`config.mk`:
```
export PLATFORM = sky130hd
export DESIGN_NAME = gpu_bus_master_flat
export DESIGN_NICKNAME = d
export VERILOG_FILES = /design/src/rtl/gpu_bus_master_if.sv /design/src/rtl/gpu_bus_master.sv /design/src/flat_wrapper.sv
export SDC_FILE = /design/constraint.sdc
export NUM_CORES = 1
export LEC_CHECK = 0
export BUFFER_PORTS_ARGS = -buffer_cell sky130_fd_sc_hd__buf_2
export CAP_MARGIN = 20
export CORE_UTILIZATION = 30
export CTS_CLUSTER_DIAMETER = 80
export DETAILED_ROUTE_END_ITERATION = 8
export RECOVER_POWER = 50
export SLEW_MARGIN = 20
export SYNTH_ARGS = -nofsm -noshare
export SYNTH_HDL_FRONTEND = slang
export SYNTH_SLANG_ARGS = --single-unit
```
`constraint.sdc`:
```
create_clock -name clk -period 2.4 [get_ports clk]
set_input_delay 0.24 -clock clk [delete_from_list [all_inputs] [get_ports clk]]
set_output_delay 0.24 -clock clk [all_outputs]
set_load 0.05 [all_outputs]
```
`src/rtl/gpu_bus_master_if.sv`:
```
// GPU register-port bundle between the bus master and the GPU register file.
// master drives strobes and write data; slave returns read data and flow status.
interface gpu_bus_master_if;
  logic        gpu_en;
  logic        to_gp0;
  logic        to_gp1;
  logic        main_bus_re;
  logic [31:0] main_bus;
  logic        main_bus_rdy;
  logic        fifo_full;
  logic [31:0] gpu_read;
  logic [31:0] gpu_stat;

  modport master (
    output gpu_en, to_gp0, to_gp1, main_bus_re, main_bus,
    input  main_bus_rdy, fifo_full, gpu_read, gpu_stat
  );

  modport slave (
    input  gpu_en, to_gp0, to_gp1, main_bus_re, main_bus,
    output main_bus_rdy, fifo_full, gpu_read, gpu_stat
  );
endinterface

```
`src/rtl/gpu_bus_master.sv`:
```
// Initiator for the GP0/GP1/GPUREAD/GPUSTAT register port: one command at a time,
// FIFO back-pressure, slow reads and stall timeout. Option: GPU_BUS_STAT_POLL_EN.
//
// state   | meaning
// --------+-------------------------------------------------------------
// S_IDLE  | waiting for a command, cmd_ready high
// S_WRITE | issuing a GP0/GP1 write, GP0 may stall on fifo_full
// S_READ  | holding GPUREAD/GPUSTAT read strobes until main_bus_rdy
// S_POLL  | (GPU_BUS_STAT_POLL_EN) GPUSTAT polling until bit 26 is set
module gpu_bus_master #(
  parameter int TIMEOUT_CYC = 1024,
  parameter int CNT_W       = 16
) (
  input  logic             clk,
  input  logic             rst,
  input  logic             cmd_valid,
  output logic             cmd_ready,
  input  logic [31:0]      cmd_data,
  input  logic             cmd_gp1,
  input  logic             cmd_read,
  output logic             rsp_valid,
  output logic [31:0]      rsp_data,
  output logic             rsp_err,
  output logic             busy,
  output logic [CNT_W-1:0] wr_count,
  gpu_bus_master_if.master bus
);

  localparam int TO_W = (TIMEOUT_CYC > 2) ? $clog2(TIMEOUT_CYC) : 1;
  localparam logic [TO_W-1:0] TO_LAST = TO_W'(TIMEOUT_CYC - 1);

`ifdef GPU_BUS_STAT_POLL_EN
  typedef enum logic [1:0] {S_IDLE, S_WRITE, S_READ, S_POLL} state_t;
`else
  typedef enum logic [1:0] {S_IDLE, S_WRITE, S_READ} state_t;
`endif

  state_t          state, state_n;
  logic            gp1_q;
  logic [31:0]     main_bus_q;
  logic [TO_W-1:0] to_cnt;

  logic gpu_en_c, to_gp0_c, to_gp1_c, re_c;
  logic stall, abort, wr_done, rd_done;

  always_comb begin
    state_n  = state;
    gpu_en_c = 1'b0;
    to_gp0_c = 1'b0;
    to_gp1_c = 1'b0;
    re_c     = 1'b0;
    stall    = 1'b0;
    wr_done  = 1'b0;
    rd_done  = 1'b0;
    case (state)
      S_IDLE: begin
        if (cmd_valid) begin
          if (cmd_read) state_n = S_READ;
`ifdef GPU_BUS_STAT_POLL_EN
          else if (!cmd_gp1) state_n = S_POLL;
`endif
          else state_n = S_WRITE;
        end
      end
      S_WRITE: begin
        if (gp1_q) begin
          gpu_en_c = 1'b1;
          to_gp1_c = 1'b1;
          state_n  = S_IDLE;
        end else if (!bus.fifo_full) begin
          gpu_en_c = 1'b1;
          to_gp0_c = 1'b1;
          wr_done  = 1'b1;
          state_n  = S_IDLE;
        end else begin
          stall = 1'b1;
        end
      end
      S_READ: begin
        gpu_en_c = 1'b1;
        re_c     = 1'b1;
        to_gp0_c = !gp1_q;
        to_gp1_c = gp1_q;
        if (bus.main_bus_rdy) begin
          rd_done = 1'b1;
          state_n = S_IDLE;
        end else begin
          stall = 1'b1;
        end
      end
`ifdef GPU_BUS_STAT_POLL_EN
      S_POLL: begin
        gpu_en_c = 1'b1;
        re_c     = 1'b1;
        to_gp1_c = 1'b1;
        // a ready GPUSTAT without bit 26 is still a stall for timeout purposes
        if (bus.main_bus_rdy && bus.gpu_stat[26]) state_n = S_WRITE;
        else stall = 1'b1;
      end
`endif
      default: state_n = S_IDLE;
    endcase
    abort = stall && (to_cnt == TO_LAST);
    if (abort) state_n = S_IDLE;
  end

  always_ff @(posedge clk) begin
    if (!rst) begin
      state      <= S_IDLE;
      gp1_q      <= 1'b0;
      main_bus_q <= '0;
      to_cnt     <= '0;
      rsp_valid  <= 1'b0;
      rsp_err    <= 1'b0;
      rsp_data   <= '0;
      wr_count   <= '0;
    end else begin
      state     <= state_n;
      rsp_valid <= 1'b0;
      rsp_err   <= 1'b0;
      if (state == S_IDLE && cmd_valid) begin
        main_bus_q <= cmd_data;
        gp1_q      <= cmd_gp1;
        to_cnt     <= '0;
      end else if (abort) begin
        rsp_valid <= 1'b1;
        rsp_err   <= 1'b1;
        rsp_data  <= 32'hFFFF_FFFF;
        to_cnt    <= '0;
      end else if (stall) begin
        to_cnt <= to_cnt + TO_W'(1);
      end
      if (rd_done) begin
        rsp_valid <= 1'b1;
        rsp_data  <= gp1_q ? bus.gpu_stat : bus.gpu_read;
      end
      if (wr_done) wr_count <= wr_count + CNT_W'(1);
    end
  end

  assign cmd_ready       = (state == S_IDLE);
  assign busy            = (state != S_IDLE);
  assign bus.gpu_en      = gpu_en_c;
  assign bus.to_gp0      = to_gp0_c;
  assign bus.to_gp1      = to_gp1_c;
  assign bus.main_bus_re = re_c;
  assign bus.main_bus    = main_bus_q;

endmodule

```
`src/flat_wrapper.sv`:
```
// flat-port wrapper written by rule: the top's interface ports become plain ports
module gpu_bus_master_flat 
#(
  parameter int TIMEOUT_CYC = 1024,
  parameter int CNT_W       = 16
)
  (clk, rst, cmd_valid, cmd_ready, cmd_data, cmd_gp1, cmd_read, rsp_valid, rsp_data, rsp_err, busy, wr_count, bus_gpu_en, bus_to_gp0, bus_to_gp1, bus_main_bus_re, bus_main_bus, bus_main_bus_rdy, bus_fifo_full, bus_gpu_read, bus_gpu_stat);
  gpu_bus_master_if bus_i ();
  input  logic clk;
  input  logic rst;
  input  logic cmd_valid;
  output logic cmd_ready;
  input  logic [31:0] cmd_data;
  input  logic cmd_gp1;
  input  logic cmd_read;
  output logic rsp_valid;
  output logic [31:0] rsp_data;
  output logic rsp_err;
  output logic busy;
  output logic [CNT_W-1:0] wr_count;
  output wire logic [$bits(bus_i.gpu_en)-1:0] bus_gpu_en;
  output wire logic [$bits(bus_i.to_gp0)-1:0] bus_to_gp0;
  output wire logic [$bits(bus_i.to_gp1)-1:0] bus_to_gp1;
  output wire logic [$bits(bus_i.main_bus_re)-1:0] bus_main_bus_re;
  output wire logic [$bits(bus_i.main_bus)-1:0] bus_main_bus;
  input wire logic [$bits(bus_i.main_bus_rdy)-1:0] bus_main_bus_rdy;
  input wire logic [$bits(bus_i.fifo_full)-1:0] bus_fifo_full;
  input wire logic [$bits(bus_i.gpu_read)-1:0] bus_gpu_read;
  input wire logic [$bits(bus_i.gpu_stat)-1:0] bus_gpu_stat;
  assign bus_gpu_en = bus_i.gpu_en;
  assign bus_to_gp0 = bus_i.to_gp0;
  assign bus_to_gp1 = bus_i.to_gp1;
  assign bus_main_bus_re = bus_i.main_bus_re;
  assign bus_main_bus = bus_i.main_bus;
  assign bus_i.main_bus_rdy = bus_main_bus_rdy;
  assign bus_i.fifo_full = bus_fifo_full;
  assign bus_i.gpu_read = bus_gpu_read;
  assign bus_i.gpu_stat = bus_gpu_stat;
  gpu_bus_master #(.TIMEOUT_CYC(TIMEOUT_CYC), .CNT_W(CNT_W)) u_core (.clk(clk), .rst(rst), .cmd_valid(cmd_valid), .cmd_ready(cmd_ready), .cmd_data(cmd_data), .cmd_gp1(cmd_gp1), .cmd_read(cmd_read), .rsp_valid(rsp_valid), .rsp_data(rsp_data), .rsp_err(rsp_err), .busy(busy), .wr_count(wr_count), .bus(bus_i));
endmodule
```
==> impl_metrics.ini, run 1 <==
[finish]
final_common_cell = buf_2
drive_gt1_frac = 0.3028
stdcell_area_mm2 = 0.005393
layout_common_cells = buf_2, dfxtp_1, clkbuf_1
nets = 715
fin_cells = 788
area_growth_pct = 32.09

[placed_design]
dpl-instance-area_mm2 = 0.005199
place_ws_ns = 0.3328
place_hpwl_mm = 7.911
place_inst = 771
gp_congestion = 0.7703
io_buffers = 190

[global_route]
groute.usage.overall = 0.1573
grt_start_max_net_pins = 36
grt-ovfl-total = 0
antenna_found_initial = 0
grt_pass1_wl_mm = 17.61
grt_pass1_vias = 3619

[detailed_routing]
drc = 0
ant_nets = 0
num_vias = 3834
via_per_inst = 4.865
drt_pass1_iterations = 4
wl_per_cell_um = 13.87
first_iter_violations = 117
wl_met1_mm = 4.767
routed_wirelength_mm = 10.93
wl_met2_mm = 5.124
dr_wl_met3_um = 904
highest_layer = met4

[yosys]
synth_top_family_by_area = compound AO/OA/AOI/OAI gates
ys_ff_latch = 95
yosysTopAreaCell = dfxtp_1
synth_cell_types = 45
seq_area_frac_synth = 0.4658
synthSimpleGateAreaFrac = 0.1655
synth_edf_count = 0
syn_nets = 534
synth-compound-area-share = 0.1888
synthCells = 425
yosys_warnings = 0
syn_area_mm2 = 0.004083
synthAdderAreaFrac = 0.01839
synth-xor-area-share = 0.03003
yosys_most_used_dff = dfxtp_1
synthArstFlopShare = 0
synth.area.mux_share = 0.09317
synth.area.top_cells = dfxtp_1, mux2_2, nand2_1, a21oi_1, o221a_1
synth_area_per_cell_um2 = 9.606
synth_top_area_frac = 0.4658

[sta]
final_hold_viol_count = 0
period_needed_ns = 2.083
rsz0062_at_grt = false
slew_viol_final = 0
skew_ns = 0.006473
max_slew_margin = 0.4698
clock.fmax_ghz = 0.4802
finalSetupViolations = 0
worstMarginPinSlew_ns = 0.7952
final.setup.tns_ns = 0
fin_ws_ns = 0.3174
fin_crit_sh = 0.8677

[clocking]
cts.sink_count = 95
clockBufferDepth = 2
post_cts_buffers = 0
h-tree-depth = 3
cts_tree = built
cts-root-buf = clkbuf_16
clock_latency_ns = 0.35
cts_resized = 0
clk_pin_slew_worst_paths_ns = 0.07
hold_buffers = 0
numCtsBuffers = 9

[setup_path]
worst_setup_path_end_kind = register
worst_ep_required_time_ns = 2.69
path_max_fanout = 33
startpoint_type = register
critPathKind = reg -> reg
path_cells = inv_1 -> ha_1 -> nand2_1 -> a211o_4 -> o31ai_4 -> buf_12 -> o221a_2
cpLargestDelayFamily = compound AO/OA/AOI/OAI gates
slowest_delay_ns = 0.38
reg2reg_slack_ns = 0.32
critPathSlowestCell = dfxtp_1
crit_buf_inv = 2
cp_data_arrival_time_ns = 2.38

[power_and_ir_drop]
p_total_mw = 3.792
p_clk_frac = 0.382
power.leakage_nw = 2.085
sequentialPowerShare = 0.443
switching_power_mw = 1.109
power.density_mw_per_mm2 = 703.1
swShare = 0.2924
combPwrFrac = 0.174
p_int_mw = 2.683
ir_worst_vdd_uv = 347.0

[status]
status = finished, final reports clean

[floorplan]
core_mm2 = 0.01324
pin_count = 191
initial_core_util = 0.3083
die_x_um = 118.7
die_h_um = 118.7
dieArea_mm2 = 0.01408
rows = 42

[job]
maxCapViolations = 0

[min_path]
hp-class = in -> reg
through the flow:
stage / utilization / hold WS [ns]
detailed placement: 0.3926 / 0.4450
global placement: 0.3926 / 0.4389
global route: 0.4070 / 0.1031
floorplan: - / 0.3760
CTS: 0.4151 / 0.1065
finish: 0.4072 / 0.1220
final timing paths:
check | start | end | cells past startpoint
worst max register to register | u_core.state[0] | u_core.rsp_data[28] | 7
worst min-delay path | cmd_data[1] | u_core.bus.main_bus[1] | 3
worst max-delay path | u_core.state[0] | u_core.rsp_data[28] | 7
worst min register to register | u_core.bus.main_bus[31] | u_core.bus.main_bus[31] | 2
routing by layer:
| metal | track usage | vias up |
|---|---|---|
| met4 | 0.05380 | 0 |
| met3 | 0.05309 | 10 |
| met5 | 0 | - |
| li1 | - | 1899 |
| met2 | 0.2657 | 155 |
| met1 | 0.1851 | 1770 |
flip-flops by register name (all words and copies together) (netlist names):
signal	flops
u_core.state	2
u_core.wr_count	16
u_core.to_cnt	10
u_core.gp1_q	1
u_core.rsp_err	1
u_core.rsp_valid	1
u_core.rsp_data	32
u_core.bus.main_bus	32
cell type report:
cell class / instances / area (um^2)
inverter: 8 / 30.03
sequential: 95 / 1902
tap: 176 / 220.2
clock inverter: 6 / 58.81
antenna: 1 / 2.502
fill: 1401 / 7850
timing repair buffer: 197 / 910.9
clock buffer: 10 / 239.0
multi-input combinational: 295 / 2029
cells in the mapped netlist (all sizes together) (2+ instances only):
cell type	instances
or4	7
nor4	2
o31ai	8
and2	4
or3	4
buf	6
nor2	17
a21oi	48
and3	2
xnor2	10
dfxtp	95
nand2	81
mux2	32
nand4	5
mux2i	2
ha	6
xor2	4
o21ai	7
nand3b	2
nand3	6
nor3b	2
clkbuf	21
inv	8
o221a	32
and4bb	2
power groups by stage:
stage / combinational, mW / sequential [mW] / clock (mW)
floorplan: 0.260 / 1.93 / 0
global placement: 0.675 / 1.71 / 0
detailed placement: 0.685 / 1.71 / 0
CTS: 0.687 / 1.68 / 1.51
global route: 0.711 / 1.69 / 1.58
finish: 0.661 / 1.68 / 1.45
worst register-to-register path, cell delays in order, from the launching register on:
cell and delay [ns]:
dfxtp_1 0.38, inv_1 0.08, ha_1 0.36, nand2_1 0.15, a211o_4 0.33, o31ai_4 0.28
buf_12 0.22, o221a_2 0.23
logic make-up after synthesis:
logic type | Yosys count
xor gates and xnor gates | 14
DFF | 95
buffers and inverters | 35
AOI/OAI and AO/OA | 101
and+or+nand+nor | 140
adders and majority gates | 6
muxes | 34
(Power assumes the default switching activity.)
==> inputs of run 2 (changes only) <==
--- a/config.mk
+++ b/config.mk
@@ -7,10 +7,10 @@
 export LEC_CHECK = 0
 export BUFFER_PORTS_ARGS = -buffer_cell sky130_fd_sc_hd__buf_2
 export CAP_MARGIN = 20
-export CORE_UTILIZATION = 30
+export CORE_UTILIZATION = 47
 export CTS_CLUSTER_DIAMETER = 80
 export DETAILED_ROUTE_END_ITERATION = 8
-export RECOVER_POWER = 50
+export PLACE_DENSITY = 0.81
 export SLEW_MARGIN = 20
 export SYNTH_ARGS = -nofsm -noshare
 export SYNTH_HDL_FRONTEND = slang
==> run 2 against run 1 <==
Against the previous run:
- setup slack got worse by 0.0015 ns
- maximum frequency hardly changed
- power fell by 9.5%
- clock skew up 0.0065 ns
- sequential cell count unchanged
- combinational power rose by 2%
- first-iteration DRC count down 21%
- non-clock buffer count fell by 1
- hold slack worse by 0.0050 ns
- cell count shrank 9.3%
- largest power group unchanged
==> impl_metrics.ini, run 2 (synthesis results as in run 1) <==
[sta]
max_slew_margin = 0.5797
fin_crit_sh = 0.8684
period_needed_ns = 2.084
rsz0062_at_grt = false
clock.fmax_ghz = 0.4798
skew_ns = 0.01297
worstMarginPinSlew_ns = 0.6305
final.setup.tns_ns = 0
slew_viol_final = 0
finalSetupViolations = 0
final_hold_viol_count = 0

[clocking]
cts-root-buf = clkbuf_8
h-tree-depth = 3
clockBufferDepth = 2
cts_tree = built
clk_pin_slew_worst_paths_ns = 0.09
cts_resized = 0
post_cts_buffers = 0
hold_buffers = 0
clock_latency_ns = 0.35
numCtsBuffers = 9
cts.sink_count = 95

[detailed_routing]
highest_layer = met4
first_iter_violations = 92
routed_wirelength_mm = 10.10
drc = 0
num_vias = 3848
wl_met1_mm = 4.044
wl_per_cell_um = 14.12
via_per_inst = 5.382
dr_wl_met3_um = 934
ant_nets = 0
drt_pass1_iterations = 6
wl_met2_mm = 4.917

[setup_path]
r2r_start = u_core.state[0]
worst_setup_path_end_kind = register
critPathSlowestCell = a211o_4
path_cells = inv_1 -> ha_1 -> nand2b_1 -> a211o_4 -> o31ai_4 -> buf_12 -> o221a_1
critPathKind = reg -> reg
reg2reg_slack_ns = 0.32
startpoint_type = register
cp_data_arrival_time_ns = 2.37
path_max_fanout = 33
worst_ep_required_time_ns = 2.69
worstSetupStartpoint = u_core.state[0]
slowest_delay_ns = 0.41

[status]
status = finished, final reports clean

[floorplan]
initial_core_util = 0.4919
dieArea_mm2 = 0.009063
core_mm2 = 0.008299
rows = 33
die_h_um = 95.20
die_x_um = 95.20
pin_count = 191

[finish]
stdcell_area_mm2 = 0.005310
fin_cells = 715
layout_common_cells = buf_2, dfxtp_1, nand2_1
diodes = 0
nFillCells = 717
drive_gt1_frac = 0.4393
final_common_cell = buf_2
area_growth_pct = 30.06
nets = 714
fin_util = 0.6398

[placed_design]
place_hpwl_mm = 7.452
io_buffers = 190
place_inst = 699
gp_congestion = 0.8288
dpl-instance-area_mm2 = 0.005102

[min_path]
hp-class = in -> reg
hp-start = cmd_data[28]

[power_and_ir_drop]
ir_worst_vdd_uv = 421.7
combPwrFrac = 0.196
sequentialPowerShare = 0.489
power.density_mw_per_mm2 = 646.1
switching_power_mw = 1.028
p_int_mw = 2.403
power.leakage_nw = 2.374
p_clk_frac = 0.315
swShare = 0.2995

[global_route]
antenna_found_initial = 0
groute.usage.overall = 0.2178
grt_start_max_net_pins = 50
grt-ovfl-total = 0
grt_pass1_wl_mm = 15.48
grt_pass1_vias = 3450

[job]
maxCapViolations = 0
run 2: final timing paths:
path	end	cells past startpoint
max	u_core.rsp_data[13]	7
min reg2reg	u_core.bus.main_bus[7]	2
min	u_core.bus.main_bus[28]	3
max reg2reg	u_core.rsp_data[13]	7
run 2: through the flow:
stage / setup slack, ns / hold WS (ns) / total power, mW
floorplan: 0.01538 / 0.3760 / 2.188
global placement: 0.4366 / 0.4389 / 2.375
detailed placement: 0.3310 / 0.4457 / 2.390
CTS: 0.3221 / 0.09979 / 3.456
global route: 0.2133 / 0.1014 / 3.574
finish: 0.3160 / 0.1170 / 3.431
run 2: layer usage:
| layer | vias up | GRT usage |
|---|---|---|
| met1 | 1774 | 0.2397 |
| li1 | 1891 | - |
| met2 | 167 | 0.3845 |
| met5 | - | 0 |
| met4 | 0 | 0.09848 |
| met3 | 16 | 0.06380 |
run 2: critical path, delay by kind of cell, from the launching register on:
family	cells	cell delay (ns)
compound gates	3	0.89
fa+ha+maj	1	0.27
buf+inv	2	0.30
flops	1	0.34
simple gates	1	0.20
run 2: power by group through the flow:
stage / clock, mW / combinational, mW / sequential [mW]
final: 1.08 / 0.673 / 1.68
after global routing: 1.17 / 0.720 / 1.69
after CTS: 1.10 / 0.677 / 1.68
after detailed placement: 0 / 0.676 / 1.71
after global placement: 0 / 0.663 / 1.71
after floorplan: 0 / 0.260 / 1.93
run 2: area by class of cell:
| cell class | count | area, um^2 | share of cell area |
|---|---|---|---|
| clock inverters | 5 | 56.30 | 0.01060 |
| clock buffers | 11 | 151.4 | 0.02851 |
| well taps | 105 | 131.4 | 0.02474 |
| inverters | 8 | 30.03 | 0.005655 |
| flip-flops and latches | 95 | 1903 | 0.3584 |
| multi-input cells | 295 | 2029 | 0.3822 |
| repair buffers | 196 | 1008 | 0.1899 |
